`src/rtl/axi_lite_mem_slave.sv`:
```
// AXI4-Lite responder backed by a word-addressed register file with byte-strobe writes,
// programmable response wait states and SLVERR for accesses outside the address window.
module axi_lite_mem_slave #(
  parameter int unsigned           ADDR_WIDTH  = 32,
  parameter int unsigned           DATA_WIDTH  = 32,
  parameter int unsigned           MEM_DEPTH   = 16,
  parameter logic [ADDR_WIDTH-1:0] BASE_ADDR   = '0,
  parameter int unsigned           WAIT_CYCLES = 0
) (
  input  logic                    aclk,
  input  logic                    areset_n,
  // write address / data / response
  input  logic [ADDR_WIDTH-1:0]   awaddr,
  input  logic                    awvalid,
  output logic                    awready,
  input  logic [DATA_WIDTH-1:0]   wdata,
  input  logic [DATA_WIDTH/8-1:0] wstrb,
  input  logic                    wvalid,
  output logic                    wready,
  output logic [1:0]              bresp,
  output logic                    bvalid,
  input  logic                    bready,
  // read address / data
  input  logic [ADDR_WIDTH-1:0]   araddr,
  input  logic                    arvalid,
  output logic                    arready,
  output logic [DATA_WIDTH-1:0]   rdata,
  output logic [1:0]              rresp,
  output logic                    rvalid,
  input  logic                    rready
);

  localparam int unsigned STRB_W = DATA_WIDTH / 8;
  localparam int unsigned IDX_W  = (MEM_DEPTH > 1) ? $clog2(MEM_DEPTH) : 1;
  localparam int unsigned CNT_W  = 4;
  localparam logic [CNT_W-1:0] WAIT_INIT =
    (WAIT_CYCLES > 0) ? CNT_W'(WAIT_CYCLES - 1) : '0;
  localparam logic [1:0] RESP_OKAY   = 2'b00;
  localparam logic [1:0] RESP_SLVERR = 2'b10;

  typedef enum logic [1:0] {W_IDLE, W_WAIT, W_RESP} wstate_e;
  typedef enum logic [1:0] {R_IDLE, R_WAIT, R_DATA} rstate_e;

  // Address window decode; the two low address bits never affect the word index.
  function automatic logic addr_in_range(input logic [ADDR_WIDTH-1:0] addr);
    logic [ADDR_WIDTH-1:0] offs;
    offs = addr - BASE_ADDR;
    return (addr >= BASE_ADDR) && ((offs >> 2) < ADDR_WIDTH'(MEM_DEPTH));
  endfunction

  function automatic logic [IDX_W-1:0] addr_idx(input logic [ADDR_WIDTH-1:0] addr);
    return IDX_W'((addr - BASE_ADDR) >> 2);
  endfunction

  logic [DATA_WIDTH-1:0] mem_q [MEM_DEPTH];

  // ---------------------------------------------------------------- write path
  wstate_e               wstate_q, wstate_d;
  logic                  awready_q, awready_d;
  logic                  wready_q, wready_d;
  logic                  aw_done_q, aw_done_d;
  logic                  w_done_q, w_done_d;
  logic [ADDR_WIDTH-1:0] awaddr_q, awaddr_d;
  logic [DATA_WIDTH-1:0] wdata_q, wdata_d;
  logic [STRB_W-1:0]     wstrb_q, wstrb_d;
  logic [CNT_W-1:0]      wcnt_q, wcnt_d;
  logic                  bvalid_q, bvalid_d;
  logic [1:0]            bresp_q, bresp_d;

  logic                  aw_hs_c, w_hs_c, commit_c, mem_we_c;
  logic [ADDR_WIDTH-1:0] waddr_c;
  logic [DATA_WIDTH-1:0] wdata_c;
  logic [STRB_W-1:0]     wstrb_c;
  logic [IDX_W-1:0]      widx_c;

  always_ff @(posedge aclk or negedge areset_n) begin
    if (!areset_n) begin
      wstate_q  <= W_IDLE;
      awready_q <= 1'b0;
      wready_q  <= 1'b0;
      aw_done_q <= 1'b0;
      w_done_q  <= 1'b0;
      awaddr_q  <= '0;
      wdata_q   <= '0;
      wstrb_q   <= '0;
      wcnt_q    <= '0;
      bvalid_q  <= 1'b0;
      bresp_q   <= RESP_OKAY;
    end else begin
      wstate_q  <= wstate_d;
      awready_q <= awready_d;
      wready_q  <= wready_d;
      aw_done_q <= aw_done_d;
      w_done_q  <= w_done_d;
      awaddr_q  <= awaddr_d;
      wdata_q   <= wdata_d;
      wstrb_q   <= wstrb_d;
      wcnt_q    <= wcnt_d;
      bvalid_q  <= bvalid_d;
      bresp_q   <= bresp_d;
    end
  end

  // Write FSM: AW and W are captured independently; the commit happens on the edge
  // where the second of the two arrives, using live bus values for that channel.
  always_comb begin
    wstate_d  = wstate_q;
    awready_d = awready_q;
    wready_d  = wready_q;
    aw_done_d = aw_done_q;
    w_done_d  = w_done_q;
    awaddr_d  = awaddr_q;
    wdata_d   = wdata_q;
    wstrb_d   = wstrb_q;
    wcnt_d    = wcnt_q;
    bvalid_d  = bvalid_q;
    bresp_d   = bresp_q;
    commit_c  = 1'b0;
    aw_hs_c   = awvalid & awready_q;
    w_hs_c    = wvalid & wready_q;
    waddr_c   = aw_hs_c ? awaddr : awaddr_q;
    wdata_c   = w_hs_c ? wdata : wdata_q;
    wstrb_c   = w_hs_c ? wstrb : wstrb_q;

    unique case (wstate_q)
      W_IDLE: begin
        if (aw_hs_c) begin
          awaddr_d  = awaddr;
          aw_done_d = 1'b1;
        end
        if (w_hs_c) begin
          wdata_d  = wdata;
          wstrb_d  = wstrb;
          w_done_d = 1'b1;
        end
        if ((aw_done_q | aw_hs_c) & (w_done_q | w_hs_c)) begin
          commit_c  = 1'b1;
          awready_d = 1'b0;
          wready_d  = 1'b0;
          bresp_d   = addr_in_range(waddr_c) ? RESP_OKAY : RESP_SLVERR;
          if (WAIT_CYCLES == 0) begin
            wstate_d = W_RESP;
            bvalid_d = 1'b1;
          end else begin
            wstate_d = W_WAIT;
            wcnt_d   = WAIT_INIT;
          end
        end else begin
          awready_d = ~(aw_done_q | aw_hs_c);
          wready_d  = ~(w_done_q | w_hs_c);
        end
      end
      W_WAIT: begin
        if (wcnt_q == '0) begin
          wstate_d = W_RESP;
          bvalid_d = 1'b1;
        end else begin
          wcnt_d = wcnt_q - CNT_W'(1);
        end
      end
      W_RESP: begin
        if (bready) begin
          wstate_d  = W_IDLE;
          bvalid_d  = 1'b0;
          awready_d = 1'b1;
          wready_d  = 1'b1;
          aw_done_d = 1'b0;
          w_done_d  = 1'b0;
        end
      end
      default: wstate_d = W_IDLE;
    endcase
  end

  assign mem_we_c = commit_c & addr_in_range(waddr_c);
  assign widx_c   = addr_idx(waddr_c);

  // Register file; unstrobed bytes keep their previous contents.
  always_ff @(posedge aclk or negedge areset_n) begin
    if (!areset_n) begin
      for (int unsigned i = 0; i < MEM_DEPTH; i++) begin
        mem_q[i] <= '0;
      end
    end else if (mem_we_c) begin
      for (int unsigned b = 0; b < STRB_W; b++) begin
        if (wstrb_c[b]) begin
          mem_q[widx_c][b*8 +: 8] <= wdata_c[b*8 +: 8];
        end
      end
    end
  end

  // ----------------------------------------------------------------- read path
  rstate_e               rstate_q, rstate_d;
  logic                  arready_q, arready_d;
  logic [ADDR_WIDTH-1:0] araddr_q, araddr_d;
  logic [CNT_W-1:0]      rcnt_q, rcnt_d;
  logic                  rvalid_q, rvalid_d;
  logic [DATA_WIDTH-1:0] rdata_q, rdata_d;
  logic [1:0]            rresp_q, rresp_d;

  logic                  ar_hs_c, rd_in_range_c;
  logic [ADDR_WIDTH-1:0] rsel_addr_c;
  logic [DATA_WIDTH-1:0] rd_word_c;

  always_ff @(posedge aclk or negedge areset_n) begin
    if (!areset_n) begin
      rstate_q  <= R_IDLE;
      arready_q <= 1'b0;
      araddr_q  <= '0;
      rcnt_q    <= '0;
      rvalid_q  <= 1'b0;
      rdata_q   <= '0;
      rresp_q   <= RESP_OKAY;
    end else begin
      rstate_q  <= rstate_d;
      arready_q <= arready_d;
      araddr_q  <= araddr_d;
      rcnt_q    <= rcnt_d;
      rvalid_q  <= rvalid_d;
      rdata_q   <= rdata_d;
      rresp_q   <= rresp_d;
    end
  end

  // Memory is sampled with the pre-commit contents, so a same-edge write is not visible.
  always_comb begin
    rstate_d      = rstate_q;
    arready_d     = arready_q;
    araddr_d      = araddr_q;
    rcnt_d        = rcnt_q;
    rvalid_d      = rvalid_q;
    rdata_d       = rdata_q;
    rresp_d       = rresp_q;
    ar_hs_c       = arvalid & arready_q;
    rsel_addr_c   = (rstate_q == R_IDLE) ? araddr : araddr_q;
    rd_in_range_c = addr_in_range(rsel_addr_c);
    rd_word_c     = rd_in_range_c ? mem_q[addr_idx(rsel_addr_c)] : '0;

    unique case (rstate_q)
      R_IDLE: begin
        arready_d = 1'b1;
        if (ar_hs_c) begin
          arready_d = 1'b0;
          araddr_d  = araddr;
          if (WAIT_CYCLES == 0) begin
            rstate_d = R_DATA;
            rvalid_d = 1'b1;
            rdata_d  = rd_word_c;
            rresp_d  = rd_in_range_c ? RESP_OKAY : RESP_SLVERR;
          end else begin
            rstate_d = R_WAIT;
            rcnt_d   = WAIT_INIT;
          end
        end
      end
      R_WAIT: begin
        if (rcnt_q == '0) begin
          rstate_d = R_DATA;
          rvalid_d = 1'b1;
          rdata_d  = rd_word_c;
          rresp_d  = rd_in_range_c ? RESP_OKAY : RESP_SLVERR;
        end else begin
          rcnt_d = rcnt_q - CNT_W'(1);
        end
      end
      R_DATA: begin
        if (rready) begin
          rstate_d  = R_IDLE;
          rvalid_d  = 1'b0;
          arready_d = 1'b1;
        end
      end
      default: rstate_d = R_IDLE;
    endcase
  end

  assign awready = awready_q;
  assign wready  = wready_q;
  assign bvalid  = bvalid_q;
  assign bresp   = bresp_q;
  assign arready = arready_q;
  assign rvalid  = rvalid_q;
  assign rdata   = rdata_q;
  assign rresp   = rresp_q;

endmodule

```
`config.mk`:
```
export PLATFORM = sky130hd
export DESIGN_NAME = axi_lite_mem_slave
export DESIGN_NICKNAME = d
export VERILOG_FILES = /design/src/rtl/axi_lite_mem_slave.sv
export SDC_FILE = /design/constraint.sdc
export NUM_CORES = 1
export LEC_CHECK = 0
export CORE_MARGIN = 4
export CORE_UTILIZATION = 59
export DETAILED_ROUTE_END_ITERATION = 7
export GPL_TIMING_DRIVEN = 0
export HOLD_SLACK_MARGIN = 0.15
export PLACE_DENSITY = 0.78
export REMOVE_ABC_BUFFERS = 1
export SLEW_MARGIN = 0
export SYNTH_ARGS = -nofsm -noshare
export SYNTH_HDL_FRONTEND = slang
export SYNTH_SLANG_ARGS = --single-unit
```
`constraint.sdc`:
```
create_clock -name aclk -period 5.7 [get_ports aclk]
set_input_delay 1.14 -clock aclk [delete_from_list [all_inputs] [get_ports aclk]]
set_output_delay 1.14 -clock aclk [all_outputs]
set_load 0.1 [all_outputs]
```
* Yosys cells after proc, flatten, opt, wreduce, memory -nomap -nowiden
Cells that the tools add are included.
Storage, ports and cells: memories 0, register bits 667, memory bits (writable) 0, latch bits 0, memory bits (read-only) 0
Operators by class: magnitude comparators 7, bitwise logic cells 13, equal/unequal tests 12, add/sub/neg operators 2, multipliers 0, div/mod/pow operators 0, mux-type cells 65, reduce and logical (&&, ||, !) cells 25, shifts and indexed selects 0
Operators by type and width (count):
- 512-bit two-way mux | 7
- 512-bit bitwise mux | 4
- 32-bit demux with 4-bit select | 4
- 32-bit two-way mux | 9
- 32-bit binary-select mux with 4-bit select | 1
- 32-bit by 1-bit greater-or-equal comparator with 1-bit output (second input constant) | 2
- 32-bit one-hot mux with 2 select lines | 1
- 30-bit by 5-bit < comparator with 1-bit output (second input constant) | 2
- 24-bit two-way mux | 1
- 2-bit two-way mux | 10
- 16-bit two-way mux | 1
- 2-bit != test (second input constant) | 8
- 1-bit two-way mux | 15
- 3-bit AND reduction | 5
- 2-bit one-hot mux with 3 select lines | 2
- 2-bit AND reduction | 6
- 5-bit greater-or-equal comparator (second input constant) | 2
- 4-bit NOT with 5-bit output | 2
- 1-bit one-hot mux with 2 select lines | 5
- 4-bit logical NOT | 2
- 8-bit two-way mux | 1
- 4-bit AND reduction | 2
- 4-bit by 1-bit subtractor with 4-bit output (second input constant) | 2
- 1-bit one-hot mux with 3 select lines | 2
- other kinds (12) | 28

* Longest topological paths before layout
Gate-level depths: netlist of run 1.
depth in word-level cells 18, depth in mapped cells 9, gate-level depth less buffers 5

* Worst setup path before layout of run 1
OpenSTA, ideal clock, no wires.
path type input-to-reg, start in awvalid, end reg mem_q[432] in the netlist's numbering, stages on the path 9, path buffers 4, setup slack 2.538 ns, data arrival time 3.037 ns, setup time 0.125 ns, cell sequence buf_4 and2_1 buf_4 nand4_1 a2111o_1 buf_4 buf_6 nor3_4 mux2_2
Between the ends: word-level cells in the longest chain between the ends 15
Ends and longest elaborated chain:
- start, declared | line 14 | input logic awvalid,
- 1-bit AND (*) | line 119 | aw_hs_c = awvalid & awready_q;
- 32-bit two-way mux
- 4-bit NOT with 5-bit output (not written as such) | line 187 | mem_q[widx_c][b*8 +: 8] <= wdata_c[b*8 +: 8];
- 32-bit demux with 4-bit select | line 187
- 512-bit bitwise mux | line 187
- 512-bit two-way mux | line 186 | if (wstrb_c[b]) begin
- 512-bit two-way mux | line 184 | end else if (mem_we_c) begin
- 512-bit bitwise mux | line 187
- 512-bit two-way mux | line 186
- 512-bit two-way mux | line 184
- 512-bit bitwise mux | line 187
- 512-bit two-way mux | line 186
- 512-bit two-way mux | line 184
- 512-bit bitwise mux | line 187
- 512-bit two-way mux | line 186
- end signal, assigned by index | line 187
- end, declared | line 55 | logic [DATA_WIDTH-1:0] mem_q [MEM_DEPTH];
Every way passes the cells marked *; elsewhere a longest branch is shown, timed or not. The select of a mux whose other input is x is not followed. A chain may end at the register's enable or synchronous reset.

* Final worst setup path of run 1
start in wvalid, end reg mem_q[501] in the netlist's numbering
Between the ends: word-level cells in the longest chain between the ends 12
Ends and longest elaborated chain:
- start, declared | line 18 | input logic wvalid,
- 1-bit AND (*) | line 120 | w_hs_c = wvalid & wready_q;
- 4-bit two-way mux
- 512-bit two-way mux | line 186
- 512-bit two-way mux | line 184
- 512-bit bitwise mux | line 187
- 512-bit two-way mux | line 186
- 512-bit two-way mux | line 184
- 512-bit bitwise mux | line 187
- 512-bit two-way mux | line 186
- 512-bit two-way mux | line 184
- 512-bit bitwise mux | line 187
- 512-bit two-way mux | line 186
Marked as above.

==> results of run 1 <==
==> layer usage <==
metal	global-route usage	up-vias	wire (um)	share of wire
li1	-	8680	-	-
met1	0.364	10200	29900	0.40
met2	0.467	716	36900	0.49
met3	0.0522	187	4920	0.066
met4	0.116	0	2870	0.038
met5	0	-	0	0
==> Yosys cell counts <==
| cell type | number | area (sq um) |
|---|---|---|
| o22a_1 | 1 | 8.76 |
| buf_1 | 40 | 150 |
| nand3_1 | 3 | 15.0 |
| nand4b_1 | 4 | 35.0 |
| nor3_2 | 15 | 150 |
| and2_1 | 1 | 6.26 |
| a211o_1 | 3 | 26.3 |
| a21o_1 | 1 | 7.51 |
| a31oi_1 | 2 | 12.5 |
| o21a_1 | 3 | 22.5 |
| buf_6 | 5 | 56.3 |
| o22ai_1 | 32 | 200 |
| nand4_1 | 5 | 31.3 |
| mux2i_2 | 4 | 55.1 |
| nor2_1 | 7 | 26.3 |
| nand2_1 | 416 | 1560 |
| o31ai_1 | 34 | 255 |
| a21oi_1 | 162 | 811 |
| buf_2 | 12 | 60.1 |
| nor3_4 | 49 | 797 |
| nand2b_1 | 6 | 37.5 |
| dfrtp_1 | 633 | 15800 |
| mux2_2 | 612 | 6890 |
| o21ai_0 | 42 | 210 |
| nor4_1 | 82 | 513 |
| or4_1 | 1 | 7.51 |
| inv_1 | 3 | 11.3 |
| a2111o_1 | 1 | 11.3 |
| clkbuf_1 | 87 | 327 |
| nor3_1 | 4 | 20.0 |
| and3b_1 | 1 | 8.76 |
| buf_4 | 6 | 45.0 |
| a41oi_1 | 2 | 17.5 |
| mux2i_1 | 97 | 971 |
| conb_1 | 1 | 3.75 |
| and3_1 | 2 | 12.5 |
| o32a_1 | 1 | 10.0 |
| nor4b_1 | 1 | 8.76 |
==> critical path: stages <==
cell	delay, ns
clkdlybuf4s50_1	0.47
nand2_2	0.34
buf_12	0.32
a21o_1	0.25
a2111o_2	0.61
buf_12	0.28
buf_12	0.19
buf_12	0.21
nor3_2	0.99
mux2_2	0.43
==> flip-flops by register name (all words and copies together) (netlist names) <==
name,count
wdata_q,32
bvalid,1
arready,1
awaddr_q,30
awready,1
wready,1
w_done_q,1
araddr_q,14
mem_q,512
rresp,1
wstrb_q,4
rvalid,1
bresp,1
aw_done_q,1
rdata,32
==> area by class of cell <==
class | count | share of cell area
multi-input combinational | 1596 | 0.379
clock buffer | 103 | 0.0608
tap | 664 | 0.0245
inverter | 3 | 0.000331
antenna | 3 | 0.000221
clock inverter | 12 | 0.00276
sequential | 633 | 0.466
timing repair buffer | 176 | 0.0661
==> path summary, 6_finish.rpt <==
check,from,end,slack [ns]
min reg2reg,araddr_q[14],araddr_q[14],0.48
min,araddr_q[14],araddr_q[14],0.48
max reg2reg,wready,mem_q[501],1.47
max in group asynchronous,areset_n,bvalid,3.51
min in group asynchronous,areset_n,araddr_q[15],0.52
max,wvalid,mem_q[501],0.90
==> kinds of logic after synthesis <==
logic type / share of synthesized area
multiplexers: 0.271
AO/OA/AOI/OAI: 0.0545
AND/OR/NAND/NOR: 0.111
buffers and inverters: 0.0222
other: 0.000128
flip-flops: 0.542
==> power by group through the flow <==
stage               Sequential [mW]  Clock, mW  Combinational [mW]
floorplan                      5.18          0                2.02
global placement               5.15          0                3.16
detailed placement             5.13          0                3.67
CTS                            5.05       4.35                3.69
global route                   5.09       4.54                3.92
finish                         5.05       4.28                3.72
==> impl_metrics.yaml, run 1 <==
floorplanning:
  core_sq_um: 49000
  die_h_um: 231
  io_pins: 148
  placementRows: 81
  die_w_um: 231
  dieArea_sq_um: 53200
  initial_utilization: 0.597
sta:
  tightest_slew_ns: 1.22
  hold_viol: 0
  holdWs_ns: 0.478
  slew_headroom: 0.184
  drv_slew: 0
  tns_ns: 0
  setup_viol: 0
  rsz0062_at_grt: "no"
  min_period_over_period: 0.841
  fin_crit_ns: 4.80
  max_freq_mhz: 209
  fin_skew_ns: 0.0192
  setup_ws_ns: 0.904
global_routing:
  grt_pass1_wl_um: 117000
  grt_pass1_vias: 20700
  grt_start_max_net_pins: 127
  antenna_found_initial: 3
  grtUsageTotal: 0.280
  grt-ovfl-total: 0
cells_and_area:
  fill_cells: 3362
  final_cell_mix: "dfrtp_1 (632), mux2_2 (610), nand2_1 (415)"
  seqCellArea_sq_um: 15800
  drive_above_1_share: 0.328
  multi_input_area_sq_um: 12900
  area_growth_pct: 16.2
  utilization: 0.694
  final_cell_area_sq_um: 34000
  fin_cells: 3190
  layout_commonest_cell: "dfrtp_1"
  fin_nets: 2584
clock_network:
  numCtsBuffers: 67
  insertion_delay_ns: 0.60
  h-tree-depth: 3
  cts_sinks: 633
  hold_buffers: 0
  path_clk_slew_ns: 0.06
  cts_resized: 0
  clock_path_buffers: 3
  cts_setup_buffers: 0
  tritoncts: "done"
  root_buffer: "clkbuf_16"
place:
  dp_hpwl_um: 45800
  place_area_sq_um: 31800
  io_buffers: 141
  place.gp.congestion: 0.813
  place_ws_ns: 0.306
  dp.cells: 3072
setup_path:
  worstPathArrival_ns: 5.26
  cp-start-kind: "input pin"
  end_kind: "register"
  path_class: "in -> reg"
  path_max_fanout: 22
  cp_data_required_time_ns: 6.16
  worstRegToRegCells: 9
logic_synthesis:
  yosysWarnings: 0
  synth.avg_cell_area_sq_um: 12.3
  netlist_instances: 2381
  ys_ff_latch: 633
  yosysSeqAreaShare: 0.542
  yosysUniqueCellTypes: 38
  syn_area_sq_um: 29200
route:
  vias: 19800
  routedWlPerCell_um: 23.4
  vias_per_cell: 6.21
  drt_iter0_markers: 1791
  dr.pass1.iters: 5
  drc_errors: 0
  antenna_left: 0
  wirelength_um: 74500
power_and_ir_drop:
  combPwrFrac: 0.285
  finalPower_mw: 13.1
  p_per_area_nw_per_um2: 384
  intPower_mw: 8.57
  p_sw_frac: 0.343
  p_leak_nw: 15.5
  p_sw_mw: 4.48
  p_clk_frac: 0.328
  seq_power_share: 0.387
  vdd_ir_drop_max_v: 0.000279
min_path:
  hold_path_class: "reg -> reg"
  hold_depth: 2
flow_run:
  max_cap_violations: 0
status:
  outcome: "finished clean"
Power figures use the tool's default switching activity.
==> run 2: changes to the inputs <==
- CORE_UTILIZATION: 59 -> 55
- PLACE_DENSITY: 0.78 -> 0.77
- clock period: 5.7 -> 4.3 ns (I/O delays scaled with it)
==> run 2 against run 1 <==
First-iteration DRC count increased by 1.5%; sequential share of layout area decreased by 0.24 points; global-route usage decreased by 1.4 points; critical path depth decreased by 2; count of clock-buffer cells in the layout decreased by 1; combinational power increased by 32%; final area increased by 0.52%; core utilization decreased by 4.4 points; setup slack got worse by 0.82 ns; largest power group unchanged; highest routed layer is now met5.
==> impl_metrics.yaml, run 2 (synthesis gave the netlist of run 1 again) <==
power_and_ir_drop:
  p_leak_nw: 15.6
  finalPower_mw: 17.6
  p_per_area_nw_per_um2: 514
  vdd_ir_drop_max_v: 0.000436
sta:
  fin_skew_ns: 0.0207
  rsz0062_at_grt: "no"
  max_freq_mhz: 237
  tightest_slew_ns: 1.12
  hold_viol: 0
  fin_crit_ns: 4.22
  setup_viol: 0
  slew_headroom: 0.247
  holdWs_ns: 0.293
  tns_ns: 0
  min_period_over_period: 0.980
  drv_slew: 0
  setup_ws_ns: 0.0850
flow_run:
  max_cap_violations: 0
floorplanning:
  initial_utilization: 0.556
  dieArea_sq_um: 56900
  die_h_um: 239
  die_w_um: 239
  core_sq_um: 52600
  placementRows: 84
  io_pins: 148
place:
  dp_hpwl_um: 46000
  place.gp.congestion: 0.784
  place_ws_ns: -0.728
  io_buffers: 141
  dp.cells: 3093
global_routing:
  grt_pass1_wl_um: 119000
  antenna_found_initial: 5
  grt-ovfl-total: 0
  grtUsageTotal: 0.266
  grt_start_max_net_pins: 120
  grt_pass1_vias: 20700
cells_and_area:
  largest_reg_flops: 512
  largest_register: "mem_q"
  drive_above_1_share: 0.330
  fin_cells: 3213
  fill_cells: 3821
  final_cell_mix: "dfrtp_1 (632), mux2_2 (610), nand2_1 (415)"
  area_growth_pct: 16.8
  fin_nets: 2583
  layout_commonest_cell: "dfrtp_1"
status:
  outcome: "finished clean"
setup_path:
  end_kind: "register"
  worstPathArrival_ns: 4.68
  cp_data_required_time_ns: 4.76
  path_max_fanout: 24
  path_class: "in -> reg"
  cp-start-kind: "input pin"
clock_network:
  clock_path_buffers: 3
  numCtsBuffers: 67
  root_buffer: "clkbuf_16"
  hold_buffers: 0
  tritoncts: "done"
  h-tree-depth: 3
  path_clk_slew_ns: 0.06
  cts_sinks: 633
  insertion_delay_ns: 0.60
route:
  vias_per_cell: 6.20
  antenna_left: 0
  vias: 19900
  dr.pass1.iters: 5
  routedWlPerCell_um: 23.5
  wirelength_um: 75500
  drt_iter0_markers: 1817
  drc_errors: 0
min_path:
  hold_path_class: "in -> async"
==> run 2: power by group <==
group          leakage (nW)  total, mW  switching, mW  internal, mW
combinational          5.80       4.90           3.33          1.57
sequential             8.65       6.70          0.315          6.39
clock                  1.14       5.96           2.33          3.63
total                  15.6       17.6           5.97          11.6
==> run 2: worst paths after layout <==
kind | from | to | slack, ns | cells after the start
setup reg to reg | wready | mem_q[283] | 0.36 | 7
hold / removal | areset_n | mem_q[441] | 0.29 | 1
hold reg to reg | araddr_q[12] | araddr_q[12] | 0.48 | 2
setup / recovery | wvalid | mem_q[283] | 0.08 | 8
min in group aclk | araddr_q[12] | araddr_q[12] | 0.48 | 2
max in group asynchronous | areset_n | mem_q[309] | 1.61 | 5
==> run 2: cell type report <==
| type | count | area [sq um] | share of cell area |
|---|---|---|---|
| Antenna cell | 3 | 7.51 | 0.000220 |
| Clock buffer | 102 | 2120 | 0.0622 |
| Clock inverter | 13 | 169 | 0.00495 |
| Inverter | 3 | 11.3 | 0.000330 |
| Multi-Input combinational cell | 1596 | 12900 | 0.379 |
| Sequential cell | 633 | 15800 | 0.464 |
| Tap cell | 688 | 861 | 0.0252 |
| Timing Repair Buffer | 175 | 2210 | 0.0647 |
==> run 2: worst max-delay path, cell delays in order <==
cell,delay (ns)
clkdlybuf4s50_1,0.47
nand2_2,0.51
a21o_1,0.42
a2111o_2,0.72
buf_12,0.35
buf_12,0.23
nor3_4,0.65
mux2_2,0.42
==> run 2: timing repair <==
action,in CTS,in global routing
pin swaps,0,6
gates resized for setup,5,3
endpoints found under the setup margin,26,43
buffers inserted,0,2
==> run 2: through the flow <==
step | util | area (sq um)
after floorplan | - | 28600
after global placement | 0.587 | 30900
after detailed placement | 0.604 | 31800
after CTS | 0.649 | 34100
after global routing | 0.650 | 34100
final | 0.650 | 34200
==> run 2: layer usage <==
layer  part of all wire  vias to the layer above  global-route usage
met1               0.42                    10300               0.359
met4              0.034                        4              0.0952
li1                   -                     8707                   -
met2               0.48                      713               0.430
met3              0.067                      157              0.0577
met5            0.00028                        -                   0
